File: config.mk
export PLATFORM = sky130hd
export DESIGN_NAME = alu_arbiter
export DESIGN_NICKNAME = d
export VERILOG_FILES = /design/src/rtl/alu_arbiter.sv
export SDC_FILE = /design/constraint.sdc
export NUM_CORES = 1
export LEC_CHECK = 0
export BUFFER_PORTS_ARGS = -buffer_cell sky130_fd_sc_hd__buf_2
export CORE_MARGIN = 1.5
export CORE_UTILIZATION = 40
export DETAILED_ROUTE_END_ITERATION = 7
export MAX_ROUTING_LAYER = met4
export PLACE_DENSITY = 0.73
export SETUP_SLACK_MARGIN = 0.15
export SLEW_MARGIN = 20
export SYNTH_ARGS = -nofsm -noshare
export SYNTH_HDL_FRONTEND = slang
export SYNTH_SLANG_ARGS = --single-unit
File: constraint.sdc
create_clock -name clock -period 3.9 [get_ports clock]
set_clock_uncertainty 0.05 [all_clocks]
set_input_delay 0.195 -clock clock [delete_from_list [all_inputs] [get_ports clock]]
set_output_delay 0.195 -clock clock [all_outputs]
set_load 0.005 [all_outputs]
File: src/rtl/alu_arbiter.sv
// -----------------------------------------------------------------------------
// alu_arbiter
//
// Shares one 4-bit ALU between two requesters. It accepts one operation at a
// time over a valid/ready handshake and registers the operands onto the alu_*
// drive. After ALU_LAT cycles it captures alu_out/alu_cout and returns them to
// the requester that issued the operation over a valid/ready response channel.
//
// Parameter
//   ALU_LAT      cycles from operands on alu_* to result on alu_out (1..7)
//
// Compile option
//   ALU_ARB_FIXED_PRIO_EN  defined: requester 0 always wins a tie.
//                          undefined (default): round-robin on ties.
//
// Ports
//   clock, reset                  clock, synchronous active-high reset
//   reqN_valid/ready              operation handshake (ready is combinational)
//   reqN_sel/a/b/cin              operation fields
//   rspN_valid/ready              response handshake
//   rspN_data/cout                captured ALU result
//   alu_sel/a/b/cin               registered operand drive to the ALU
//   alu_out/alu_cout              ALU result inputs
//   busy                          high while an operation is in flight
// -----------------------------------------------------------------------------
module alu_arbiter #(
    parameter int ALU_LAT = 1
) (
    input  logic       clock,
    input  logic       reset,
    input  logic       req0_valid,
    output logic       req0_ready,
    input  logic [2:0] req0_sel,
    input  logic [3:0] req0_a,
    input  logic [3:0] req0_b,
    input  logic       req0_cin,
    input  logic       req1_valid,
    output logic       req1_ready,
    input  logic [2:0] req1_sel,
    input  logic [3:0] req1_a,
    input  logic [3:0] req1_b,
    input  logic       req1_cin,
    output logic       rsp0_valid,
    input  logic       rsp0_ready,
    output logic [3:0] rsp0_data,
    output logic       rsp0_cout,
    output logic       rsp1_valid,
    input  logic       rsp1_ready,
    output logic [3:0] rsp1_data,
    output logic       rsp1_cout,
    output logic [2:0] alu_sel,
    output logic [3:0] alu_a,
    output logic [3:0] alu_b,
    output logic       alu_cin,
    input  logic [3:0] alu_out,
    input  logic       alu_cout,
    output logic       busy
);

    typedef enum logic [1:0] {
        IDLE = 2'd0,
        WAIT = 2'd1,
        DONE = 2'd2
    } state_t;

    localparam logic [2:0] LAT_LOAD = 3'(ALU_LAT);

    state_t     state;
    state_t     state_next;
    logic       owner;        // 1: requester 1 owns the in-flight operation
    logic [2:0] cnt;
    logic       grant1;
    logic       owner_take;
`ifndef ALU_ARB_FIXED_PRIO_EN
    logic       last_grant;   // requester granted most recently
`endif

    assign busy       = (state != IDLE);
    assign owner_take = owner ? rsp1_ready : rsp0_ready;

    // Next-state and request-ready decode
    always_comb begin
        state_next = state;
        req0_ready = 1'b0;
        req1_ready = 1'b0;
        grant1     = 1'b0;
        case (state)
            IDLE: begin
                if (reset) begin
                    state_next = IDLE;
                end else if (req0_valid || req1_valid) begin
`ifdef ALU_ARB_FIXED_PRIO_EN
                    grant1 = req1_valid & ~req0_valid;
`else
                    // On a tie, requester 1 wins only if 0 was served last
                    grant1 = req1_valid & (~req0_valid | ~last_grant);
`endif
                    req0_ready = ~grant1;
                    req1_ready = grant1;
                    state_next = WAIT;
                end else begin
                    state_next = IDLE;
                end
            end
            WAIT: begin
                if (cnt == 3'd1) begin
                    state_next = DONE;
                end else begin
                    state_next = WAIT;
                end
            end
            DONE: begin
                if (owner_take) begin
                    state_next = IDLE;
                end else begin
                    state_next = DONE;
                end
            end
            default: begin
                state_next = IDLE;
            end
        endcase
    end

    // State, operand drive, latency counter and response registers
    always_ff @(posedge clock) begin
        if (reset) begin
            state      <= IDLE;
            owner      <= 1'b0;
            cnt        <= 3'd0;
            alu_sel    <= 3'd0;
            alu_a      <= 4'd0;
            alu_b      <= 4'd0;
            alu_cin    <= 1'b0;
            rsp0_valid <= 1'b0;
            rsp0_data  <= 4'd0;
            rsp0_cout  <= 1'b0;
            rsp1_valid <= 1'b0;
            rsp1_data  <= 4'd0;
            rsp1_cout  <= 1'b0;
`ifndef ALU_ARB_FIXED_PRIO_EN
            last_grant <= 1'b1;
`endif
        end else begin
            state <= state_next;
            case (state)
                IDLE: begin
                    if (req0_ready || req1_ready) begin
                        alu_sel <= req1_ready ? req1_sel : req0_sel;
                        alu_a   <= req1_ready ? req1_a   : req0_a;
                        alu_b   <= req1_ready ? req1_b   : req0_b;
                        alu_cin <= req1_ready ? req1_cin : req0_cin;
                        owner   <= req1_ready;
                        cnt     <= LAT_LOAD;
                    end
                end
                WAIT: begin
                    cnt <= cnt - 3'd1;
                    if (cnt == 3'd1) begin
                        if (owner) begin
                            rsp1_valid <= 1'b1;
                            rsp1_data  <= alu_out;
                            rsp1_cout  <= alu_cout;
                        end else begin
                            rsp0_valid <= 1'b1;
                            rsp0_data  <= alu_out;
                            rsp0_cout  <= alu_cout;
                        end
                    end
                end
                DONE: begin
                    if (owner_take) begin
                        if (owner) begin
                            rsp1_valid <= 1'b0;
                        end else begin
                            rsp0_valid <= 1'b0;
                        end
`ifndef ALU_ARB_FIXED_PRIO_EN
                        last_grant <= owner;
`endif
                    end
                end
                default: begin
                    state <= IDLE;
                end
            endcase
        end
    end

endmodule

# Yosys cells after proc, flatten, opt, wreduce, memory -nomap -nowiden
# Index checks and enable logic that the tools add are counted.
dict set report totals {
  memories 0
  ff_bits 31
  latch_bits 0
  word_cells 74
  romBits 0
  inputBits 35
  out_inout_bits 27
  ram_bits 0
}
dict set report op_classes {
  muxes 27
  mul 0
  n_bitwise 7
  n_reduce_logical 15
  shifts 0
  n_eq_ne 10
  n_addsub 1
  order_cmp 0
  div 0
}
# operator count
set op_table {}
lappend op_table {{$mux 1} 17}
lappend op_table {{$ne 2x2->1 const B} 7}
lappend op_table {{$reduce_and 5->1} 2}
lappend op_table {{$mux 4} 2}
lappend op_table {{$mux 3} 2}
lappend op_table {{$pmux 3 s2} 1}
lappend op_table {{$reduce_and 2->1} 3}
lappend op_table {{$reduce_and 3->1} 2}
lappend op_table {{$reduce_bool 2->1} 3}
lappend op_table {{$not 1->1} 5}
lappend op_table {{$mux 2} 2}
lappend op_table {{$pmux 1 s2} 2}
lappend op_table {{$pmux 2 s2} 1}
lappend op_table {{$eq 3x1->1 const B} 1}
lappend op_table {{$reduce_or 3->1} 1}
lappend op_table {{$sub 3x1->3 const B} 1}
lappend op_table {{$eq 2x1->1 const B} 1}
lappend op_table {{$eq 2x2->1 const B} 1}
lappend op_table {{$logic_not 2->1} 1}
lappend op_table {{$logic_or 1x1->1} 2}
lappend op_table {{$reduce_or 2->1} 1}
lappend op_table {{$and 1x1->1} 1}
lappend op_table {{$or 1x1->1} 1}

# Longest topological paths before layout
dict set report logic_depth {
  ltp_word 10
  mapped_depth 9
  depth_no_buf 6
}

# Worst setup path before layout
# Ideal clock, no wire load.
dict set report synth_path {
  path_type {flip-flop to flip-flop}
  start {register state[1]}
  end {register rsp0_cout}
  synth_period_minus_slack_ps 1583
  path_buffers 3
  slack_ps 2317
  required_time_ps 3722
  setup_ps 128
  t_arrival_ps 1405
  path_stages_with_launch 10
  path_cell_list {dfxtp_1 > inv_1 > ha_1 > buf_6 > and3b_1 > buf_6 > and2_4 > buf_6 > mux2i_1 > nor2_1}
}
dict set report synth_between {
  elab_chain_len 2
}
# item line_no
set synth_rtl {}
lappend synth_rtl {{from (decl)} 68} ;# state_t state;
lappend synth_rtl {{from (signal assigned)} 145} ;# state <= state_next;
lappend synth_rtl {{$eq 2x1->1} 146} ;# case (state)
lappend synth_rtl {{$reduce_and 3->1 (no line)} --}
lappend synth_rtl {{to (signal assigned)} 167} ;# rsp0_cout <= alu_cout;
lappend synth_rtl {{to (decl)} 46} ;# output logic rsp0_cout,
# Every way passes these cells.
# A chain may end at the register's enable or synchronous reset.

# Final worst setup path
dict set report layout_path {
  start {register last_grant}
  end {output req0_ready}
}
dict set report layout_between {
  elab_chain_len 7
}
# item line_no
set layout_rtl {}
lappend layout_rtl {{from (decl)} 75} ;# logic last_grant;
lappend layout_rtl {{from (signal assigned)} 179} ;# last_grant <= owner;
lappend layout_rtl {{$not 1->1} 96} ;# grant1 = req1_valid & (~req0_valid | ~last_grant);
lappend layout_rtl {{$or 1x1->1} 96}
lappend layout_rtl {{$and 1x1->1} 96}
lappend layout_rtl {{$not 1->1} 98} ;# req0_ready = ~grant1;
lappend layout_rtl {{$mux 1} 91} ;# end else if (req0_valid || req1_valid) begin
lappend layout_rtl {{$mux 1} 89} ;# if (reset) begin
lappend layout_rtl {{$mux 1} 87} ;# case (state)
lappend layout_rtl {{to (decl)} 32} ;# output logic req0_ready,
# Every way passes these cells.

==> impl_metrics.toml <==
[status]
status = "completed"

[route]
ant_nets = 0
dr_total_vias = 1378
drt_wl_total_um = 3335
vias_per_cell = 4.975
first_pass_iters = 4
wl_per_cell_um = 12.04
drt_iter0_drc = 104
drc_errors = 0

[worst_setup_path]
startpoint = "last_grant"
crit_type = "reg2out"
critPathSlowestCell = "a21boi_0"
cp-start-kind = "flop"
worstPathCellList = "inv_1 > a21boi_0 > and2_1 > buf_2"
reg2regPathDepth = 6
reg2reg_to = "rsp0_data[3]"
path_max_fanout = 11
critical_path_cell_count = 4
r2r_start = "state[1]"
critical-path-max-stage-delay_ps = 850
path_buf_inv = 2
cp_data_required_time_ps = 3650
critPathArrivalTime_ps = 1900
critPathCapture = "req0_ready"
crit_path_end_kind = "output port"
cp_top_family = "compound AO/OA/AOI/OAI gates"
rrSetupSlack_ps = 2130

[floorplanning]
dieArea_sq_um = 4081
ioPinCount = 62
core_area_sq_um = 3442
start_util = 0.4308
die_w_um = 63.88
row_count = 21
die_y_um = 63.88

[clock_network]
hold_buffers = 0
cts.clk_slew.worst_paths_ps = 70
cts_root_buf = "clkbuf_8"
post_cts_resized = 0
cts_tree = "done"
cts_sinks = 31
post_cts_buffers = 0
insertion_delay_ps = 280
cts_buffers = 5
h-tree-depth = 2
clockBufferDepth = 2

[global_routing]
antenna_found_initial = 0
gr-total-overflow = 0
use_met2 = 0.2656
grt_pass1_wl_um = 5582
gr-usage-all-layers = 0.1795
grt_max_degree = 25
first_global_vias = 1234
grt_use_met1 = 0.2244
grt-busiest-layer = "met2"
use_met3 = 0.05986

[sta]
setup_viol = 0
fmaxAchievable_ghz = 0.4654
maxSlewHeadroom = 0.2539
slew_violations = 0
setup_slack_ps = 1751
period_share = 0.5509
rsz0062_at_grt = "no"
finalCriticalPeriod_ps = 2149
timing.setup.tns_ps = 0
worstMarginPinSlew_ps = 1109
hold_viol = 0

[pwr]
power.density_nw_per_um2 = 436.7
total_power_uw = 825.1
p_leak_uw = 0.0008813
ir_drop_mv = 0.2988

[layout]
regArea_sq_um = 620.6
final_cell_mix = "buf_2 (61), dfxtp_1 (31), a21oi_1 (23), nand2_1 (19), nor2_1 (18)"
insertedDiodeCount = 0
final_common_cell = "buf_2"
layoutNonFillerInstCount = 277
final_core_util = 0.5489
areaGrowthSynthToFinish_pct = 27.43
drive_above_1_share = 0.3290
layout.nets = 271
multi_input_area_sq_um = 750.7
fillCellCount = 342

[placed_design]
io_buffers = 61
hpwl_um = 2506
place_congestion = 0.7854
dp_cells = 269
place_ws_ps = 2080

[min_path]
hold_class = "in2reg"
holdCritStartpoint = "alu_cout"

[yosys]
synthDistinctLibCells = 38
yosysWarnings = 0
syn_inst = 173
synth-seq-cells = 31
yosysSeqAreaShare = 0.4186
synth.avg_cell_area_sq_um = 8.570
netlist_area_sq_um = 1483
syn_nets = 214

[job]
cap_violations = 0
## layer usage
| metal | vias to the layer above | wire length, um |
|---|---|---|
| li1 | 705 | - |
| met1 | 621 | 1519 |
| met2 | 44 | 1509 |
| met3 | 8 | 232 |
| met4 | 0 | 74 |
| met5 | - | 0 |
## cells by family (layout without fill, tap and decap cells)
logic type | after synthesis | in the layout | share of synthesized area
buffers and inverters | 21 | 79 | 0.07511
AND/OR/NAND/NOR | 58 | 58 | 0.1890
AO/OA/AOI/OAI | 49 | 49 | 0.2127
multiplexers | 8 | 8 | 0.05401
adder cells (fa/ha/maj) | 6 | 6 | 0.05063
flip-flops | 31 | 31 | 0.4186
## sequential cells by signal (all words and copies together) (netlist names)
signal and count:
alu_cin 1, rsp0_data 4, rsp0_cout 1, state 2, cnt 3, rsp1_data 4
alu_a 4, rsp0_valid 1, rsp1_cout 1, last_grant 1, alu_sel 3, alu_b 4
rsp1_valid 1, owner 1
## final cells by class
class,instances,area share
multi-input combinational,121,0.3974
clock inverter,2,0.01854
sequential,31,0.3285
clock buffer,6,0.04371
tap,46,0.03046
inverter,10,0.01987
timing repair buffer,61,0.1616
## synthesized netlist by cell type
master / count / area share
dfxtp_1: 31 / 0.42
a311oi_1: 1 / 0.0059
a21boi_2: 1 / 0.0076
nand3_1: 5 / 0.017
a32oi_1: 1 / 0.0059
nor4_1: 1 / 0.0042
and3_1: 1 / 0.0042
a21boi_1: 1 / 0.0051
mux2i_1: 8 / 0.054
clkbuf_1: 3 / 0.0076
a21boi_0: 1 / 0.0051
nand2_1: 19 / 0.048
a22oi_1: 1 / 0.0051
a31o_2: 1 / 0.0059
buf_1: 2 / 0.0051
and2_4: 1 / 0.0059
and2_2: 1 / 0.0051
a21bo_2: 1 / 0.0068
nor2b_1: 1 / 0.0042
nor2b_2: 1 / 0.0059
o21bai_1: 1 / 0.0051
a211oi_2: 1 / 0.0084
nor4b_1: 1 / 0.0059
ha_1: 6 / 0.051
buf_2: 2 / 0.0068
a21o_1: 2 / 0.010
nand4b_1: 1 / 0.0059
and2_1: 1 / 0.0042
a21oi_1: 23 / 0.078
and3b_1: 1 / 0.0059
nand3b_1: 2 / 0.010
o31ai_1: 10 / 0.051
buf_6: 4 / 0.030
o21ai_0: 4 / 0.014
or2_1: 1 / 0.0042
inv_1: 10 / 0.025
nor2_1: 18 / 0.046
nand2b_1: 3 / 0.013
## metrics by stage
stage               instance area (sq um)  hold slack (ps)
floorplan                            1483            292.2
global placement                     1772            382.9
detailed placement                   1772            386.1
CTS                                  1889            110.8
global route                         1889            122.4
finish                               1889            120.1
## worst min path at each step
stage / end / slack (ps) / depth (start not counted)
6_report: rsp0_cout / 120 / 3
5_1_grt: rsp1_data[0] / 120 / 3
4_1_cts: rsp0_cout / 110 / 3
3_5_place_dp: alu_b[3] / 390 / 2
2_1_floorplan: rsp0_cout / 290 / 2
3_3_place_gp: alu_sel[2] / 380 / 2
## tightest hold or removal path, delay by kind of cell
family | cells | cell delay (ps)
buffers and inverters | 1 | 90
muxes | 1 | 60
and+or+nand+nor | 1 | 70
## power by group
group	total (uW)	internal, uW	switching [uW]	leakage (uW)
combinational	142	67.1	74.7	0.000566
sequential	359	342	16.4	0.000254
clock	325	207	118	0.0000612
total	825	616	209	0.000881
Note: power is estimated with default switching activity, not from simulation.
